**src/rtl/float_pkg.sv**
```systemverilog
// Shared float constants, result class bundle and classifier
// used by the float adder result-side collector.
package float_pkg;

    localparam int FLOAT_W = 32;
    localparam int EXP_W   = 8;
    localparam int MANT_W  = 23;
    localparam int SEQ_W   = 8;
    localparam int FLAG_W  = 4;

    localparam logic [EXP_W-1:0] EXP_ALL_ONES = '1;

    typedef struct packed {
        logic nan;
        logic inf;
        logic zero;
        logic sign;
    } float_class_t;

    // Denormals keep zero=0: only an all-zero exponent and mantissa counts.
    function automatic float_class_t classify_float(
        input logic [FLOAT_W-1:0] f
    );
        float_class_t c;
        logic [EXP_W-1:0]  e;
        logic [MANT_W-1:0] m;
        e      = f[FLOAT_W-2 -: EXP_W];
        m      = f[MANT_W-1:0];
        c.nan  = (e == EXP_ALL_ONES) && (m != '0);
        c.inf  = (e == EXP_ALL_ONES) && (m == '0);
        c.zero = (e == '0) && (m == '0);
        c.sign = f[FLOAT_W-1];
        return c;
    endfunction

endpackage

```
**src/rtl/result_fifo.sv**
```systemverilog
// First-word-fall-through FIFO holding adder results with
// their class flags and sequence tag.
module result_fifo #(
    parameter int DW    = 44,
    parameter int DEPTH = 8
) (
    input  logic                     clk_i,
    input  logic                     rst_ni,
    input  logic                     push_i,
    input  logic                     pop_i,
    input  logic [DW-1:0]            wdata_i,
    output logic [DW-1:0]            rdata_o,
    output logic [$clog2(DEPTH):0]   count_o
);

    localparam int AW = $clog2(DEPTH);

    logic [DW-1:0] mem [DEPTH];
    logic [AW-1:0] wr_ptr_q;
    logic [AW-1:0] rd_ptr_q;
    logic [AW:0]   count_q;
    logic          pop_ok;

    assign pop_ok  = pop_i && (count_q != '0);
    assign count_o = count_q;
    assign rdata_o = (count_q != '0) ? mem[rd_ptr_q] : '0;

    always_ff @(posedge clk_i) begin
        if (push_i) begin
            mem[wr_ptr_q] <= wdata_i;
        end
    end

    always_ff @(posedge clk_i or negedge rst_ni) begin
        if (!rst_ni) begin
            wr_ptr_q <= '0;
            rd_ptr_q <= '0;
            count_q  <= '0;
        end else begin
            if (push_i) begin
                wr_ptr_q <= wr_ptr_q + AW'(1);
            end
            if (pop_ok) begin
                rd_ptr_q <= rd_ptr_q + AW'(1);
            end
            unique case ({push_i, pop_ok})
                2'b10:   count_q <= count_q + (AW+1)'(1);
                2'b01:   count_q <= count_q - (AW+1)'(1);
                default: count_q <= count_q;
            endcase
        end
    end

endmodule

```
**src/rtl/float_sum_collector.sv**
```systemverilog
// Result-side endpoint of the pipelined float adder: captures sums,
// classifies them, and grants credit-based issue permission.
module float_sum_collector
    import float_pkg::*;
#(
    parameter int WIDTH       = 32,
    parameter int DEPTH       = 8,
    parameter int PIPE_STAGES = 5
) (
    input  logic                     clk_i,
    input  logic                     rst_ni,
    input  logic                     issue_i,
    input  logic                     sum_valid_i,
    input  logic [WIDTH-1:0]         sum_i,
    output logic                     can_issue_o,
    output logic                     res_valid_o,
    input  logic                     res_ready_i,
    output logic [WIDTH-1:0]         res_data_o,
    output logic [3:0]               res_flags_o,
    output logic [7:0]               res_seq_o,
    output logic [$clog2(DEPTH):0]   count_o,
    output logic                     overflow_o,
    output logic                     underflow_o
);

    localparam int CW = $clog2(DEPTH) + 1;
    localparam int IW = $clog2(DEPTH + PIPE_STAGES + 1);
    localparam int EW = WIDTH + FLAG_W + SEQ_W;

    logic [IW-1:0]    inflight_q;
    logic [SEQ_W-1:0] seq_q;
    logic             ovf_q;
    logic             unf_q;

    logic [CW-1:0]    count;
    logic [EW-1:0]    wr_entry;
    logic [EW-1:0]    rd_entry;
    float_class_t     cls;
    logic             full;
    logic             pop;
    logic             push;

    assign cls      = classify_float(FLOAT_W'(sum_i));
    assign full     = (count == CW'(DEPTH));
    assign pop      = res_valid_o && res_ready_i;
    // A full FIFO still takes a result if the head leaves this cycle.
    assign push     = sum_valid_i && (!full || pop);
    assign wr_entry = {sum_i, cls, seq_q};

    result_fifo #(
        .DW    (EW),
        .DEPTH (DEPTH)
    ) u_fifo (
        .clk_i   (clk_i),
        .rst_ni  (rst_ni),
        .push_i  (push),
        .pop_i   (pop),
        .wdata_i (wr_entry),
        .rdata_o (rd_entry),
        .count_o (count)
    );

    assign res_valid_o = (count != '0);
    assign res_data_o  = rd_entry[EW-1 -: WIDTH];
    assign res_flags_o = rd_entry[SEQ_W +: FLAG_W];
    assign res_seq_o   = rd_entry[SEQ_W-1:0];
    assign count_o     = count;
    assign overflow_o  = ovf_q;
    assign underflow_o = unf_q;

    // Credit check uses registered state only, never issue_i.
    assign can_issue_o = (32'(count) + 32'(inflight_q)) < 32'(DEPTH);

    always_ff @(posedge clk_i or negedge rst_ni) begin
        if (!rst_ni) begin
            inflight_q <= '0;
            unf_q      <= 1'b0;
        end else begin
            unique case ({issue_i, sum_valid_i})
                2'b10: inflight_q <= inflight_q + IW'(1);
                2'b01: begin
                    if (inflight_q == '0) begin
                        unf_q <= 1'b1;
                    end else begin
                        inflight_q <= inflight_q - IW'(1);
                    end
                end
                default: inflight_q <= inflight_q;
            endcase
        end
    end

    always_ff @(posedge clk_i or negedge rst_ni) begin
        if (!rst_ni) begin
            seq_q <= '0;
            ovf_q <= 1'b0;
        end else begin
            if (push) begin
                seq_q <= seq_q + SEQ_W'(1);
            end
            if (sum_valid_i && !push) begin
                ovf_q <= 1'b1;
            end
        end
    end

endmodule
```
**config.mk**
```make
export PLATFORM = sky130hd
export DESIGN_NAME = float_sum_collector
export DESIGN_NICKNAME = d
export VERILOG_FILES = /design/src/rtl/float_pkg.sv /design/src/rtl/result_fifo.sv /design/src/rtl/float_sum_collector.sv
export SDC_FILE = /design/constraint.sdc
export NUM_CORES = 1
export LEC_CHECK = 0
export ABC_AREA = 1
export BUFFER_PORTS_ARGS = -buffer_cell sky130_fd_sc_hd__buf_2
export CAP_MARGIN = 10
export CORE_ASPECT_RATIO = 0.6
export CORE_MARGIN = 4
export CORE_UTILIZATION = 40
export DETAILED_ROUTE_END_ITERATION = 10
export SETUP_SLACK_MARGIN = 0.15
export SLEW_MARGIN = 30
export SYNTH_ARGS = -nofsm -noshare
export SYNTH_HDL_FRONTEND = slang
export SYNTH_SLANG_ARGS = --single-unit
```
**constraint.sdc**
```tcl
create_clock -name clk_i -period 6.5 [get_ports clk_i]
set_input_delay 0.325 -clock clk_i [delete_from_list [all_inputs] [get_ports clk_i]]
set_output_delay 0.325 -clock clk_i [all_outputs]
set_load 0.05 [all_outputs]
```
==> metrics.txt, run 1 <==
multiplexer share of the synthesized area 0; CTS Hold Bufs 1; power density of the placed cells 525 nW/um^2; most common cell after layout, fill and taps aside edfxtp_1; DPL Wire Length 18000 microns; combined global-route utilization of all metal layers 0.171; async set-or-reset flop fraction in the synthesized netlist 0.0652; number of global-route vias before repair 9164; number of H-tree levels 2; data arrival time at the worst-slack endpoint 3.73 ns; global placer's final weighted congestion 0.733; most used cells in the layout excluding fill and tap cells edfxtp_1, nor2_1, o21ai_0, nand2_1, buf_2; Worst Skew 0.0173 ns; smallest setup slack after layout 2.44 ns; setup slack after placement 2.95 ns; post-synth design cell area 15000 sq um; sequential fraction of the synthesis area 0.729; arithmetic-cell share of the synthesized area counting full adders, half adders and majority gates 0.0105; number of max-cap violations 0; peak fanout along the critical path 83; number of hold-slack violations in the final timing report 0; final global-route overflow total 0; number of antenna violations at the first check in global routing 3; root buffer selected by CTS clkbuf_16; crit path kind register to output pin; Critical Path End Type output pin; tightest hold margin 0.0763 ns; count of state elements after synthesis 368; count of unique library cells instantiated by Yosys 33; number of optimization iterations in the first detailed-route pass 7; number of filler cells placed in the layout 3291; maximum number of buffers from clock root to sink 3; synthesized-area fraction occupied by xor and xnor cells 0.00759; clock tree from TritonCTS yes; Clock Sink Count 368; post-CTS setup repair buffer count 0; Post-Synthesis Mean Instance Area 12.3 sq um; Max VDD drop 0.418 mV; starting density of the core 0.409; average routed wire per standard cell 19.2 microns; Core Area 36700 sq um; net count reported at finish 1339; net count of the mapped netlist 1269; time the final worst path needs with I/O delays and setup 4.06 ns; later-pin clock latency in the skew report 0.54 ns; path class of the lowest-slack min-delay path input pin to register; total number of vias 9413; number of buffers inserted by port buffering 88; transition time of the tightest slew-check pin 0.901 ns; most used flip-flop cell after synthesis edfxtp_1; instance count of the mapped netlist 1220; FF-to-FF setup slack 3.36 ns; final setup violating endpoints 0; unrepaired setup endpoints after global routing false; Reg2Reg Launch Point u_fifo.count_o[2]; clock-pin slew reported for the worst setup and hold paths after clock tree synthesis 0.06 ns; Compound-Gate Fraction of Synth Area 0.101; total count of max-transition violations in the final report 0; average vias per placed instance 5.17; Synth Warn # 0; routed wire length 35000 microns; area growth from synthesis to layout 12.9%; Die Ht 158 microns; Resized cells post-CTS 0; EDFF count, synth 344; fraction of final layout cells with drive strength greater than 1 0.129; number of nets with antenna violations after routing 0; violation count after the first detailed-routing iteration 872; combinational family with the most area after synthesis simple AND/OR/NAND/NOR gates; Max Freq 247 MHz; simple-gate area share of the yosys netlist 0.119; Worst setup SP type register; TritonCTS Buffers 35; required time worst endpoint 6.17 ns; num ports 89; first-pass GRT wire length 54600 microns; outcome finished clean; cell row count 54; startpoint of the most critical hold path sum_i[13]; beginning of the critical path u_fifo.rd_ptr_q[0]; worst slew slack as a fraction of its limit 0.400; Sum Neg Setup Slack 0 ns; largest net degree at the start of global routing 97; leakage 0.00596 uW; total die area 40700 sq um; final clock period utilization by the worst path 0.624; width of the die 258 microns; DRC 0
-- report_power, final --
| part | internal [uW] | leakage, uW | total (uW) | switching (uW) |
|---|---|---|---|---|
| logic | 882 | 0.00202 | 3600 | 2710 |
| registers | 3020 | 0.00343 | 3370 | 357 |
| clock network | 1040 | 0.000513 | 1920 | 877 |
-- final cells by class --
class / instances / area [sq um] / area share
diodes: 2 / 5.00 / 0.000296
well taps: 504 / 631 / 0.0372
clock buffers: 41 / 898 / 0.0531
clock inverters: 22 / 150 / 0.00887
multi-input cells: 756 / 3630 / 0.214
repair buffers: 104 / 579 / 0.0342
flip-flops and latches: 368 / 10900 / 0.646
inverters: 25 / 96.3 / 0.00569
-- path summary, 6_finish.rpt --
check                                      to  cells after the start
max                            res_flags_o[3]                      7
max in group asynchronous  u_fifo.rd_ptr_q[1]                      2
min in group asynchronous            seq_q[5]                      2
min                         u_fifo.mem[7][25]                      1
min reg2reg                        overflow_o                      1
max reg2reg                 u_fifo.mem[7][37]                      7
-- registers in the layout, summed over array words and instances, names as in the netlist --
| register | flops |
|---|---|
| u_fifo.count_o | 4 |
| u_fifo.mem | 344 |
| inflight_q | 4 |
| seq_q | 8 |
| u_fifo.rd_ptr_q | 3 |
| u_fifo.wr_ptr_q | 3 |
| underflow_o | 1 |
| overflow_o | 1 |
-- per-stage QoR --
stage	area (sq um)	std cells	power, uW	util
5_1_grt	16900	1820	9440	0.461
4_1_cts	16900	1820	8990	0.461
6_report	16900	1822	8890	0.461
3_3_place_gp	15800	1755	7010	0.432
3_5_place_dp	15900	1756	7050	0.432
2_1_floorplan	15000	1220	6090	-
-- worst max-delay path: stages (launching register included) --
cell	delay, ns
dfrtp_4	0.77
inv_4	0.76
buf_4	0.57
nor2_1	0.10
o211ai_1	0.19
nand2_1	0.08
nor2_1	0.31
buf_2	0.34
-- metal layers --
metal | part of all wire | vias up | global-route usage
met2 | 0.43 | 253 | 0.263
met3 | 0.062 | 44 | 0.0368
met4 | 0.015 | 4 | 0.0354
met5 | 0.00066 | - | 0
li1 | - | 4496 | -
met1 | 0.49 | 4616 | 0.255
-- kinds of logic after synthesis --
logic type / Yosys count
AO/OA/AOI/OAI: 269
XOR/XNOR: 13
adder cells (fa/ha/maj): 12
buffers and inverters: 96
flip-flops: 368
AND/OR/NAND/NOR: 462
-- synth_stat cells, types with 9 or more instances --
master      n  area share
buf_4      12      0.0060
o21ai_1    39       0.013
o21ai_0   138       0.046
ha_1       11      0.0092
clkbuf_1   18      0.0045
edfxtp_1  344        0.69
nand2_1   105       0.026
o22ai_1    43       0.018
nor2_1    335       0.084
dfrtp_1    24       0.040
buf_2      24      0.0080
clkbuf_2    9      0.0030
inv_1      24      0.0060
o211ai_1   43       0.022
Note: power is estimated with default switching activity, not from simulation.
==> run 2, diff against run 1 <==
==> constraint.sdc (replaced) <==
create_clock -name clk_i -period 4.1 [get_ports clk_i]
set_input_delay 0.205 -clock clk_i [delete_from_list [all_inputs] [get_ports clk_i]]
set_output_delay 0.205 -clock clk_i [all_outputs]
set_load 0.05 [all_outputs]
==> run 2 against run 1 <==
  * Flip-flop and latch count unchanged
  * Sequential share of layout area shrank 1.8 points
  * Global-route usage fell by 0.17 points
  * Die area did not move
  * Critical path depth rose by 1
  * Clock power up 71%
  * Final cell count is 1.9% higher
  * Utilization grew 1.3 points
  * Power increased by 62%
  * Via count rose by 2.0%
==> metrics.txt, run 2 (synthesized netlist as in run 1, its figures left out) <==
Resized cells post-CTS 0; global placer's final weighted congestion 0.734; clock tree from TritonCTS yes; crit path kind register to output pin; total count of max-transition violations in the final report 0; number of inserted diodes 0; largest registers u_fifo.mem: 344 flops, seq_q: 8 flops; number of antenna violations at the first check in global routing 0; largest register by flop count u_fifo.mem; data arrival time at the worst-slack endpoint 3.13 ns; Max VDD drop 0.518 mV; most common cell after layout, fill and taps aside edfxtp_1; violation count after the first detailed-routing iteration 897; number of max-cap violations 0; fraction of final layout cells with drive strength greater than 1 0.130; CTS Hold Bufs 31; required time worst endpoint 3.89 ns; net count reported at finish 1376; DPL Wire Length 19500 microns; average routed wire per standard cell 18.7 microns; final setup violating endpoints 0; number of nets with antenna violations after routing 0; cell row count 54; setup slack after placement 1.28 ns; maximum number of buffers from clock root to sink 3; TritonCTS Buffers 35; most used cells in the layout excluding fill and tap cells edfxtp_1, nor2_1, o21ai_0, nand2_1, buf_2; number of optimization iterations in the first detailed-route pass 5; number of H-tree levels 2; root buffer selected by CTS clkbuf_16; later-pin clock latency in the skew report 0.53 ns; clock-pin slew reported for the worst setup and hold paths after clock tree synthesis 0.07 ns; peak fanout along the critical path 108; unrepaired setup endpoints after global routing false; flip-flop count of the largest register, all copies and words added 344; non-filler cells in the finished layout 1857; Max Freq 299 MHz; smallest setup slack after layout 0.761 ns; path class of the lowest-slack min-delay path input pin to register; area growth from synthesis to layout 16.2%; number of hold-slack violations in the final timing report 0; Sum Neg Setup Slack 0 ns; DRC 0; final clock period utilization by the worst path 0.814; Critical Path End Type output pin; largest net degree at the start of global routing 109; overall power 14400 uW; final global-route overflow total 0; combined global-route utilization of all metal layers 0.170; transition time of the tightest slew-check pin 0.871 ns; total number of vias 9599; Core Area 36700 sq um; power density of the placed cells 826 nW/um^2; total die area 40700 sq um; time the final worst path needs with I/O delays and setup 3.34 ns; number of buffers inserted by port buffering 88; outcome finished clean; number of global-route vias before repair 9216; worst slew slack as a fraction of its limit 0.418; width of the die 258 microns; starting density of the core 0.409; Worst Skew 0.0177 ns; post-CTS setup repair buffer count 0; Clock Sink Count 368; leakage 0.00619 uW; num ports 89; routed wire length 34800 microns; Worst setup SP type register; Die Ht 158 microns; number of cells after detailed placement 1763; FF-to-FF setup slack 1.29 ns; average vias per placed instance 5.17; first-pass GRT wire length 54300 microns
==> run 2: power breakdown <==
group	leakage [uW]	switching, uW	total, uW	internal, uW
sequential	0.00343	589	5360	4770
combinational	0.00220	4270	5740	1460
clock	0.000566	1370	3290	1920
==> run 2: metal layers <==
layer | global-route usage | vias to the layer above | wire (microns)
met1 | 0.258 | 4719 | 17200
met4 | 0.0312 | 0 | 403
met5 | 0 | - | 0
met3 | 0.0379 | 38 | 2200
met2 | 0.253 | 264 | 15000
li1 | - | 4578 | -
==> run 2: worst paths after layout <==
kind | from | to | depth (start not counted)
max in group asynchronous | rst_ni | u_fifo.rd_ptr_q[0] | 2
min in group asynchronous | rst_ni | u_fifo.rd_ptr_q[1] | 2
hold / removal | sum_i[7] | u_fifo.mem[7][19] | 1
setup reg to reg | u_fifo.count_o[2] | u_fifo.mem[1][30] | 7
hold reg to reg | underflow_o | underflow_o | 1
setup / recovery | u_fifo.rd_ptr_q[0] | res_flags_o[3] | 8
==> run 2: layout make-up <==
type,count,area [sq um]
Inverter,25,96.3
Clock buffer,45,966
Sequential cell,368,10900
Clock inverter,18,181
Fill cell,3219,19300
Multi-Input combinational cell,756,3630
Timing Repair Buffer,141,978
Tap cell,504,631
==> run 2: critical path, cell delays in order (launching register included) <==
cell,delay (ns)
dfrtp_4,0.88
buf_12,0.45
nor2_1,0.10
nor2_1,0.09
o21ai_0,0.09
o211ai_1,0.11
nand2_1,0.07
nor2_1,0.40
buf_2,0.36
==> run 2: per-stage QoR <==
| stage | hold WS, ns | util | cell area, sq um |
|---|---|---|---|
| 3_5_place_dp | 0.252 | 0.435 | 16000 |
| 5_1_grt | 0.00838 | 0.475 | 17400 |
| 6_report | 0.0111 | 0.475 | 17400 |
| 2_1_floorplan | -0.0906 | - | 15000 |
| 3_3_place_gp | 0.248 | 0.435 | 16000 |
| 4_1_cts | 0.0112 | 0.475 | 17400 |
==> run 3, diff against run 2 <==
==> constraint.sdc (replaced) <==
create_clock -name clk_i -period 2.9 [get_ports clk_i]
set_input_delay 0.145 -clock clk_i [delete_from_list [all_inputs] [get_ports clk_i]]
set_output_delay 0.145 -clock clk_i [all_outputs]
set_load 0.05 [all_outputs]
==> run 3 against run 2 <==
  * Register-to-register slack worse by 0.85 ns
  * First-iteration DRC count down 6.1%
  * Cell area up 1.7%
  * Count of clock-buffer cells in the layout up 2
  * Global-route usage up 0.30 points
  * Worst hold slack better by 0.023 ns
  * Final cell count up 0.81%
  * Combinational power up 52%
  * Clock power up 43%
  * Non-clock buffer count up 15
  * Flip-flop and latch count unchanged
  * Critical endpoint is now res_flags_o[2]
  * Largest power group unchanged
  * Wire length up 1.9%
==> metrics.txt, run 3 (synthesized netlist as in run 1, its figures left out) <==
final setup violating endpoints 0; required time worst endpoint 2.76 ns; Post-Place Cell Area 16100 sq um; power density of the placed cells 1170 nW/um^2; final global-route overflow total 0; TritonCTS Buffers 36; Worst setup SP type register; data arrival time at the worst-slack endpoint 2.47 ns; fraction of final layout cells with drive strength greater than 1 0.139; final clock period utilization by the worst path 0.900; hold path cells 4; hold worst-path end underflow_o; area growth from synthesis to layout 18.1%; number of global-route vias before repair 9498; highest-delay cell along the critical path dfrtp_4; clock tree from TritonCTS yes; number of filler cells placed in the layout 3222; number of nets with antenna violations after routing 0; most used cells in the layout excluding fill and tap cells edfxtp_1, nor2_1, o21ai_0, nand2_1, buf_2; Critical Path Max Stage Delay 0.54 ns; number of hold-slack violations in the final timing report 0; number of optimization iterations in the first detailed-route pass 5; cell family contributing the most delay on the critical path buffers and inverters; Max Freq 383 MHz; critical path cell sequence buf_16 > o21ai_0 > o211ai_1 > nand2_1 > nor2_1 > buf_2; path class of the lowest-slack min-delay path input pin to register; tightest hold margin 0.0340 ns; cell row count 54; later-pin clock latency in the skew report 0.52 ns; Die Ht 158 microns; largest net degree at the start of global routing 86; most common cell after layout, fill and taps aside edfxtp_1; peak fanout along the critical path 85; net count reported at finish 1392; average vias per placed instance 5.17; largest register by flop count u_fifo.mem; total count of max-transition violations in the final report 0; smallest setup slack after layout 0.289 ns; Reg2Reg Depth 7; number of H-tree levels 2; setup slack after placement 0.461 ns; routed wire length 35400 microns; number of max-cap violations 0; num ports 89; Max VDD drop 1.13 mV; number of inserted diodes 0; FF-to-FF setup slack 0.44 ns; total die area 40700 sq um; overall power 20800 uW; total number of vias 9685; first-pass GRT wire length 55400 microns; crit path kind register to output pin; DRC 0; starting density of the core 0.409; outcome finished clean; unrepaired setup endpoints after global routing false; time the final worst path needs with I/O delays and setup 2.61 ns; final design instance area without fill 17700 sq um; buffering stage count on the worst path with inverters included 2; global placer's final weighted congestion 0.768; transition time of the tightest slew-check pin 0.857 ns; largest registers u_fifo.mem: 344 flops, seq_q: 8 flops; Worst Skew 0.0193 ns; number of buffers inserted by port buffering 88; clock-pin slew reported for the worst setup and hold paths after clock tree synthesis 0.06 ns; maximum number of buffers from clock root to sink 3; width of the die 258 microns; flip-flop count of the largest register, all copies and words added 344; startpoint of the most critical hold path issue_i; leakage 0.00632 uW; number of antenna violations at the first check in global routing 0; post-layout util 0.483; average routed wire per standard cell 18.9 microns; violation count after the first detailed-routing iteration 842; Core Area 36700 sq um; Critical Path End Type output pin; root buffer selected by CTS clkbuf_16; Reg2Reg Launch Point u_fifo.count_o[1]; Worst R2R End u_fifo.mem[1][8]; combined global-route utilization of all metal layers 0.173; Clock Sink Count 368; DPL Wire Length 19600 microns; worst slew slack as a fraction of its limit 0.428
[run 3: changes by cell type in the layout (fill, tap and decap cells not counted), sizes merged]
cell / before / now
buf: 110 / 119
bufbuf: 0 / 1
clkbuf: 45 / 48
clkinv: 14 / 8
clkinvlp: 0 / 2
dlygate4sd3: 31 / 35
inv: 25 / 27
[run 3: worst max path at each step]
| stage | start | endpoint | slack [ns] | cells past startpoint |
|---|---|---|---|---|
| after floorplan | u_fifo.count_o[1] | u_fifo.mem[4][0] | -0.08 | 5 |
| after global placement | u_fifo.count_o[2] | u_fifo.mem[3][31] | 0.48 | 7 |
| after detailed placement | u_fifo.count_o[1] | u_fifo.mem[3][33] | 0.46 | 7 |
| after CTS | u_fifo.count_o[2] | res_flags_o[2] | 0.15 | 6 |
| after global routing | u_fifo.rd_ptr_q[0] | res_data_o[16] | 0.15 | 7 |
| final | u_fifo.rd_ptr_q[1] | res_flags_o[2] | 0.29 | 6 |
[run 3: worst min-delay path: stages]
cell and delay (ns):
buf_2 0.09, nor2_1 0.08, inv_1 0.10, o21bai_1 0.08
[run 3: repair_timing]
action | 4_1_cts | 5_1_grt
hold buffers | 35 | 0
setup buffers | 1 | 1
hold endpoints to repair | 282 | 0
cloned | 1 | 0
setup endpoints to repair | 23 | 25
resized for setup | 2 | 6
[run 3: through the flow]
stage	std cells	TNS (ns)
5_1_grt	1872	0
4_1_cts	1871	0
6_report	1872	0
2_1_floorplan	1220	-23.07
3_3_place_gp	1771	0
3_5_place_dp	1771	0
[run 3: power by group]
group          switching [uW]  internal, uW
registers                 633          6750
logic                    6340          2370
clock network            1970          2740
total                    8940         11900
[run 3: per-layer routing]
| layer | GRT usage | share of wire |
|---|---|---|
| met4 | 0.0323 | 0.012 |
| met2 | 0.270 | 0.45 |
| met5 | 0 | 0 |
| met3 | 0.0301 | 0.048 |
| met1 | 0.258 | 0.49 |
[run 3: layout make-up]
| class | count | area, sq um | share of cell area |
|---|---|---|---|
| sequential | 368 | 10900 | 0.618 |
| multi-input combinational | 756 | 3640 | 0.205 |
| timing repair buffer | 156 | 1240 | 0.0700 |
| clock buffer | 47 | 973 | 0.0550 |
| tap | 504 | 631 | 0.0356 |
| clock inverter | 16 | 193 | 0.0109 |
| inverter | 25 | 98.8 | 0.00558 |
